$ cat config.mk
export PLATFORM = sky130hd
export DESIGN_NAME = regfile_mp_flat
export DESIGN_NICKNAME = d
export VERILOG_FILES = /design/src/rtl/regfile_mp_if.sv /design/src/rtl/regfile_mp.sv /design/src/flat_wrapper.sv
export SDC_FILE = /design/constraint.sdc
export NUM_CORES = 2
export LEC_CHECK = 0
export CELL_PAD_IN_SITES_DETAIL_PLACEMENT = 0
export CELL_PAD_IN_SITES_GLOBAL_PLACEMENT = 1
export CORE_ASPECT_RATIO = 2
export CORE_UTILIZATION = 45
export DETAILED_ROUTE_END_ITERATION = 7
export HOLD_SLACK_MARGIN = 0.15
export PLACE_DENSITY_LB_ADDON = 0.1
export RECOVER_POWER = 50
export REMOVE_ABC_BUFFERS = 1
export SYNTH_ARGS = -nofsm -noshare
export SYNTH_HDL_FRONTEND = slang
export SYNTH_SLANG_ARGS = --single-unit
export TNS_END_PERCENT = 10
$ cat constraint.sdc
create_clock -name clk -period 11.61 [get_ports clk]
set_input_delay 1.161 -clock clk [delete_from_list [all_inputs] [get_ports clk]]
set_output_delay 1.161 -clock clk [all_outputs]
set_load 0.005 [all_outputs]
$ cat src/rtl/regfile_mp_if.sv
`default_nettype none
// ============================================================================
// Module : regfile_mp_if -- read/write port bundle for regfile_mp
// Rev    : 1.0
// ============================================================================
interface regfile_mp_if #(
  parameter int DATA_W = 32,
  parameter int ADDR_W = 5,
  parameter int NUM_RD = 2,
  parameter int NUM_WR = 2
);
  logic [NUM_RD*ADDR_W-1:0] rd_addr;
  logic [NUM_RD*DATA_W-1:0] rd_data;
  logic [NUM_WR-1:0]        wr_en;
  logic [NUM_WR*ADDR_W-1:0] wr_addr;
  logic [NUM_WR*DATA_W-1:0] wr_data;
  logic                     ready;
  logic                     wr_conflict;

  modport master (
    output rd_addr, wr_en, wr_addr, wr_data,
    input  rd_data, ready, wr_conflict
  );

  modport slave (
    input  rd_addr, wr_en, wr_addr, wr_data,
    output rd_data, ready, wr_conflict
  );
endinterface
`default_nettype wire

$ cat src/rtl/regfile_mp.sv
`default_nettype none
// ============================================================================
// Module : regfile_mp -- multi-port register file with sequential clear engine
//          Optional write-to-read forwarding: define REGFILE_BYPASS_EN
// Rev    : 1.0
// ============================================================================
module regfile_mp #(
  parameter int DATA_W   = 32,
  parameter int ADDR_W   = 5,
  parameter int NUM_RD   = 2,
  parameter int NUM_WR   = 2,
  parameter int ZERO_REG = 1
) (
  input  logic          clk,
  input  logic          rst,
  regfile_mp_if.slave   bus_if
);

  localparam int DEPTH   = 2**ADDR_W;
  localparam bit ZERO_EN = (ZERO_REG != 0);

  typedef enum logic [0:0] {
    ST_CLEAR = 1'b0,
    ST_RUN   = 1'b1
  } state_t;

  state_t            state_q, state_d;
  logic [ADDR_W-1:0] idx_q, idx_d;
  logic              ready_q;
  logic              conflict_q, conflict_d;
  logic [DATA_W-1:0] mem_q [DEPTH];
  logic [NUM_WR-1:0] wr_ok;

  // A write port is effective only when ready and not aimed at a hardwired zero.
  always_comb begin
    wr_ok = '0;
    for (int p = 0; p < NUM_WR; p++) begin
      wr_ok[p] = ready_q && bus_if.wr_en[p] &&
                 !(ZERO_EN && (bus_if.wr_addr[p*ADDR_W +: ADDR_W] == '0));
    end
  end

  always_comb begin
    state_d = state_q;
    idx_d   = idx_q;
    case (state_q)
      ST_CLEAR: begin
        idx_d = idx_q + 1'b1;
        if (&idx_q) state_d = ST_RUN;
      end
      ST_RUN:  state_d = ST_RUN;
      default: state_d = ST_CLEAR;
    endcase
  end

  always_comb begin
    conflict_d = 1'b0;
    for (int a = 0; a < NUM_WR; a++) begin
      for (int b = a + 1; b < NUM_WR; b++) begin
        if (wr_ok[a] && wr_ok[b] &&
            (bus_if.wr_addr[a*ADDR_W +: ADDR_W] == bus_if.wr_addr[b*ADDR_W +: ADDR_W]))
          conflict_d = 1'b1;
      end
    end
  end

  // ready lags the move to RUN by one edge: DEPTH clear edges plus one.
  always_ff @(posedge clk) begin
    if (rst) begin
      state_q    <= ST_CLEAR;
      idx_q      <= '0;
      ready_q    <= 1'b0;
      conflict_q <= 1'b0;
    end else begin
      state_q    <= state_d;
      idx_q      <= idx_d;
      ready_q    <= (state_q == ST_RUN);
      conflict_q <= conflict_d;
    end
  end

  // Ascending port order makes the highest-numbered port win on a shared address.
  always_ff @(posedge clk) begin
    if (!rst) begin
      if (state_q == ST_CLEAR) begin
        mem_q[idx_q] <= '0;
      end else begin
        for (int p = 0; p < NUM_WR; p++) begin
          if (wr_ok[p])
            mem_q[bus_if.wr_addr[p*ADDR_W +: ADDR_W]] <= bus_if.wr_data[p*DATA_W +: DATA_W];
        end
      end
    end
  end

  for (genvar i = 0; i < NUM_RD; i++) begin : g_rd
    logic [ADDR_W-1:0] raddr_w;
    logic [DATA_W-1:0] rdata_w;

    assign raddr_w = bus_if.rd_addr[i*ADDR_W +: ADDR_W];

    always_comb begin
      rdata_w = mem_q[raddr_w];
`ifdef REGFILE_BYPASS_EN
      for (int p = 0; p < NUM_WR; p++) begin
        if (wr_ok[p] && (bus_if.wr_addr[p*ADDR_W +: ADDR_W] == raddr_w))
          rdata_w = bus_if.wr_data[p*DATA_W +: DATA_W];
      end
`endif
      if (!ready_q || (ZERO_EN && (raddr_w == '0)))
        rdata_w = '0;
    end

    assign bus_if.rd_data[i*DATA_W +: DATA_W] = rdata_w;
  end : g_rd

  assign bus_if.ready       = ready_q;
  assign bus_if.wr_conflict = conflict_q;

endmodule
`default_nettype wire

$ cat src/flat_wrapper.sv
// flat-port wrapper written by rule: the top's interface ports become plain ports
module regfile_mp_flat 
#(
  parameter int DATA_W   = 32,
  parameter int ADDR_W   = 5,
  parameter int NUM_RD   = 2,
  parameter int NUM_WR   = 2,
  parameter int ZERO_REG = 1
)
  (clk, rst, bus_if_rd_addr, bus_if_wr_en, bus_if_wr_addr, bus_if_wr_data, bus_if_rd_data, bus_if_ready, bus_if_wr_conflict);
  regfile_mp_if #(.DATA_W(DATA_W), .ADDR_W(ADDR_W), .NUM_RD(NUM_RD), .NUM_WR(NUM_WR)) bus_if_i ();
  input  logic clk;
  input  logic rst;
  input wire logic [$bits(bus_if_i.rd_addr)-1:0] bus_if_rd_addr;
  input wire logic [$bits(bus_if_i.wr_en)-1:0] bus_if_wr_en;
  input wire logic [$bits(bus_if_i.wr_addr)-1:0] bus_if_wr_addr;
  input wire logic [$bits(bus_if_i.wr_data)-1:0] bus_if_wr_data;
  output wire logic [$bits(bus_if_i.rd_data)-1:0] bus_if_rd_data;
  output wire logic [$bits(bus_if_i.ready)-1:0] bus_if_ready;
  output wire logic [$bits(bus_if_i.wr_conflict)-1:0] bus_if_wr_conflict;
  assign bus_if_i.rd_addr = bus_if_rd_addr;
  assign bus_if_i.wr_en = bus_if_wr_en;
  assign bus_if_i.wr_addr = bus_if_wr_addr;
  assign bus_if_i.wr_data = bus_if_wr_data;
  assign bus_if_rd_data = bus_if_i.rd_data;
  assign bus_if_ready = bus_if_i.ready;
  assign bus_if_wr_conflict = bus_if_i.wr_conflict;
  regfile_mp #(.DATA_W(DATA_W), .ADDR_W(ADDR_W), .NUM_RD(NUM_RD), .NUM_WR(NUM_WR), .ZERO_REG(ZERO_REG)) u_core (.clk(clk), .rst(rst), .bus_if(bus_if_i));
endmodule
# Word level (Yosys, flattened, before mapping)
# Memory sizes are Yosys's and may differ from the RTL's.
# Index checks and enable logic that the tools add are counted.
# op_classes
n_addsub	1
eq_ne	1
muxes	19
n_bitwise	1
n_reduce_logical	17
# ops
operator	count
32-bit 2-to-1 mux	3
32-bit OR reduction	1
5-bit logical NOT	4
1-bit 2-to-1 mux	14
1-bit logical AND	6
5-bit by 1-bit adder with 5-bit output, second input constant	1
5-bit equality test	1
5-bit 2-to-1 mux	1
5-bit AND reduction	1
1-bit logical NOT	3
1-bit logical OR	2
1-bit one-hot mux with 2 select lines	1
1-bit NOT	1
# word_totals
ff_bits	8
ramBits	1024
in_bits	88
n_memories	1
# memory_table
memory	depth	width	rd	rd_ports_with_merged_regs	write_ports	line_no	source
u_core.mem_q	32	32	2	0	2	regfile_mp.sv:31	logic [DATA_W-1:0] mem_q [DEPTH];

# Logic depth before layout (Yosys ltp)
# logic_depth
word_depth	9
depth_mapped	8
depth_no_buf	5

# Worst setup path after synthesis
# No wires, ideal clock.
# synth_path
kind	input -> register
startpoint	input bus_if_wr_addr[3]
endpoint	memory u_core.mem_q[22][0] (enable)
setup_ns	0.470
arrival_ns	4.511
t_required_ns	11.140
path_slack_ns	6.629
stages	4
cell_sequence	or3_1 > o21ai_1 > a31oi_1 > o31ai_1
# synth_lines
element	line_no	source
start: declaration	flat_wrapper.sv:16	input wire logic [$bits(bus_if_i.wr_addr)-1:0] bus_if_wr_addr;
end: declaration	regfile_mp.sv:31	

==> impl_metrics.toml <==
[outcome]
status = "finished, violations left"
failed_checks = "max-capacitance violations, max-slew violations"

[worst_setup_path]
crit_top_cell = "clkbuf_1"
crit-reg2reg-launch = "u_core.bus_if.ready"
critPathLaunch = "u_core.bus_if.ready"
crit_arrival_ns = 7.79
slowest_stage = "clkbuf_1"
endpoint_kind = "flop"
crit_required_ns = 11.84
cp_max_fo = 32
max_stage_delay_ns = 3.08
path_cells = "clkbuf_1 -> and4b_1 -> and3_1 -> inv_1 -> o31ai_4 -> clkbuf_1"
startpoint_type = "flop"
crit_type = "reg2reg"

[synth]
syn_area_sq_um = 59600
ys_ff_latch = 1032
synth_cells = 5429
synth-seq-area-share_pct = 51.8
synthesis.area_per_instance_sq_um = 11.0
synth_area_leaders = "edfxtp_1 (52%), mux4_2 (9.5%), mux2i_1 (8.8%)"
synth_top_area_share_pct = 51.6
synth_warnings = 0
synth_enable_flop_cells = 1024
ys_async_sr_fraction_pct = 0
synth_ff_type = "edfxtp_1"
synth_top_area_cell = "edfxtp_1"
synthDistinctLibCells = 58
ys_top_cells_by_count = "nand2_1 (1141), edfxtp_1 (1024), o21ai_0 (961)"
synth_most_common_cell = "nand2_1"

[grt]
grt_first_pass_wirelength_um = 346000
grt_usage_pct = 37.6
grt_pass1_vias = 45300
gr-total-overflow = 0
grt_max_degree = 102
antenna_found_initial = 8

[sta]
setup_viol = 0
finalSetupTns_ns = 0
worstMarginPinSlew_ns = 4.68
rsz0062_at_grt = "no"
worst_slack_ns = 4.05
min_period_ns = 7.56
drv_slew = 490
skew_ns = 0.0232
hold-worst-slack_ns = 0.535
max_slew_margin_pct = -212
fmax_mhz = 132
hold_viol_final = 0
post-route-period-util_pct = 65.1

[routing]
drtIter0Drc = 6091
first_pass_iters = 6
drc_errors = 0
vias = 46700
drtAntennaViolNets = 0
routedWlPerCell_um = 36.5
via_per_inst = 6.71
wl_um = 254000

[clock_tree]
clk_latency_ns = 0.75
h-tree-depth = 3
postCtsSetupBuffers = 0
cts_buffer_depth = 3
root_buffer = "clkbuf_16"
cts_buffers = 98
cts_tree = "built"
numClockSinks = 1032
clk_pin_slew_ns = 0.07
ctsResizeCount = 0
hold_buffers = 0

[pwr]
total_power_mw = 8.10
intPower_mw = 6.16
p_sw_mw = 1.93
clock_power_share_pct = 42.5
p_leak_nw = 23.2
pwr-share-seq_pct = 50.2
p_sw_share_pct = 23.9
vdd_drop_max_v = 0.000117
powerDensity_nw_per_um2 = 124
combPwrFrac_pct = 7.3

[placed_design]
port_buffers = 153
dp.final_hpwl_um = 135000
gp_congestion = 0.874
placedCellCount = 6772
placed_area_sq_um = 62000
post-place-ws_ns = 5.45

[layout]
drive_gt1_share_pct = 11.6
fin_nets = 5252
fin_util_pct = 49.6
area_growth_pct = 9.26
stdcell_count = 6952
fin_area_sq_um = 65200
fillers = 11700

[worst_hold_path]
min-delay-start = "u_core.idx_q[0]"
hold_path_class = "reg2reg"

[floorplan]
start_util_pct = 45.4
coreArea_sq_um = 131000
io_pins = 154
die_w_um = 259
rows = 188
die_height_um = 517
die_area_sq_um = 134000

[job]
cap_violations = 21
## layout by cell type (no fill, tap or decap), drive strengths merged, types with 4 or more instances in the layout
cell type	Yosys	routed
nor2	23	23
o21bai	16	16
a22o	61	61
clkinv	0	37
xnor2	6	6
nor2b	13	13
nor3	12	12
a31oi	64	64
edfxtp	1024	1024
dfxtp	8	8
o31ai	16	16
inv	48	52
nand3	150	150
nand3b	4	4
and2	7	7
nand4	68	68
clkbuf	348	136
nor4bb	4	4
clkdlybuf4s50	0	144
and3	12	12
mux2i	524	524
o21ai	997	997
nand2	1141	1141
buf	305	124
nor4	15	15
mux4	252	252
nand2b	9	9
and4b	5	5
nor3b	5	5
a21oi	68	68
a22oi	196	196
and4	6	6
bufinv	0	14
## routing by layer
| metal | up-vias | share of wire (%) | track usage [%] |
|---|---|---|---|
| li1 | 19700 | - | - |
| met1 | 23100 | 35 | 45.1 |
| met2 | 2920 | 47 | 61.2 |
| met3 | 895 | 9.5 | 6.65 |
| met4 | 10 | 8.0 | 26.3 |
| met5 | - | 0.030 | 0 |
## worst max-delay path, delay by kind of cell (launching register included)
kind | cells | cell delay [ns]
buf+inv | 3 | 4.23
compound gates | 1 | 0.13
simple gates | 2 | 2.34
flops | 1 | 0.30
## layout make-up
type	instances	area, sq um	area share [%]
Inverter	48	180	0.277
Timing Repair Buffer	286	2520	3.87
Multi-Input combinational cell	3696	26100	40.1
Tap cell	1710	2140	3.28
Sequential cell	1032	30900	47.4
Clock inverter	57	668	1.03
Clock buffer	121	2600	3.99
Antenna cell	2	5.00	0.00768
## state kept, by name, summed over array words and instances (netlist names)
signal and cells:
u_core.mem_q 1024, u_core.idx_q 5, u_core.bus_if.wr_conflict 1, u_core.state_q 1, u_core.bus_if.ready 1
## cells by family (layout without fill, tap and decap cells)
group	after synthesis	after routing	synth area share (%)
and+or+nand+nor	1484	1484	10.7
AOI/OAI and AO/OA	1427	1427	13.5
DFF	1032	1032	51.8
muxes	777	777	18.3
buffers and inverters	701	512	5.43
xor gates and xnor gates	6	6	0.0881
adders and majority gates	2	2	0.0420
other	0	2	0
## path summary, 6_finish.rpt
check,to,slack (ns),cells after the start
max reg2reg,u_core.mem_q[24][29],4.05,6
min,u_core.idx_q[0],0.54,2
max,u_core.mem_q[24][29],4.05,6
min reg2reg,u_core.idx_q[0],0.54,2
## power groups by stage
stage / Sequential, mW / Combinational [mW] / Clock [mW]
finish: 4.07 / 0.588 / 3.44
global route: 4.07 / 0.600 / 3.56
CTS: 4.07 / 0.578 / 3.45
detailed placement: 4.15 / 0.578 / 0
global placement: 4.15 / 0.576 / 0
floorplan: 4.15 / 0.223 / 0
No activity file was read; power rests on OpenSTA's default activity.
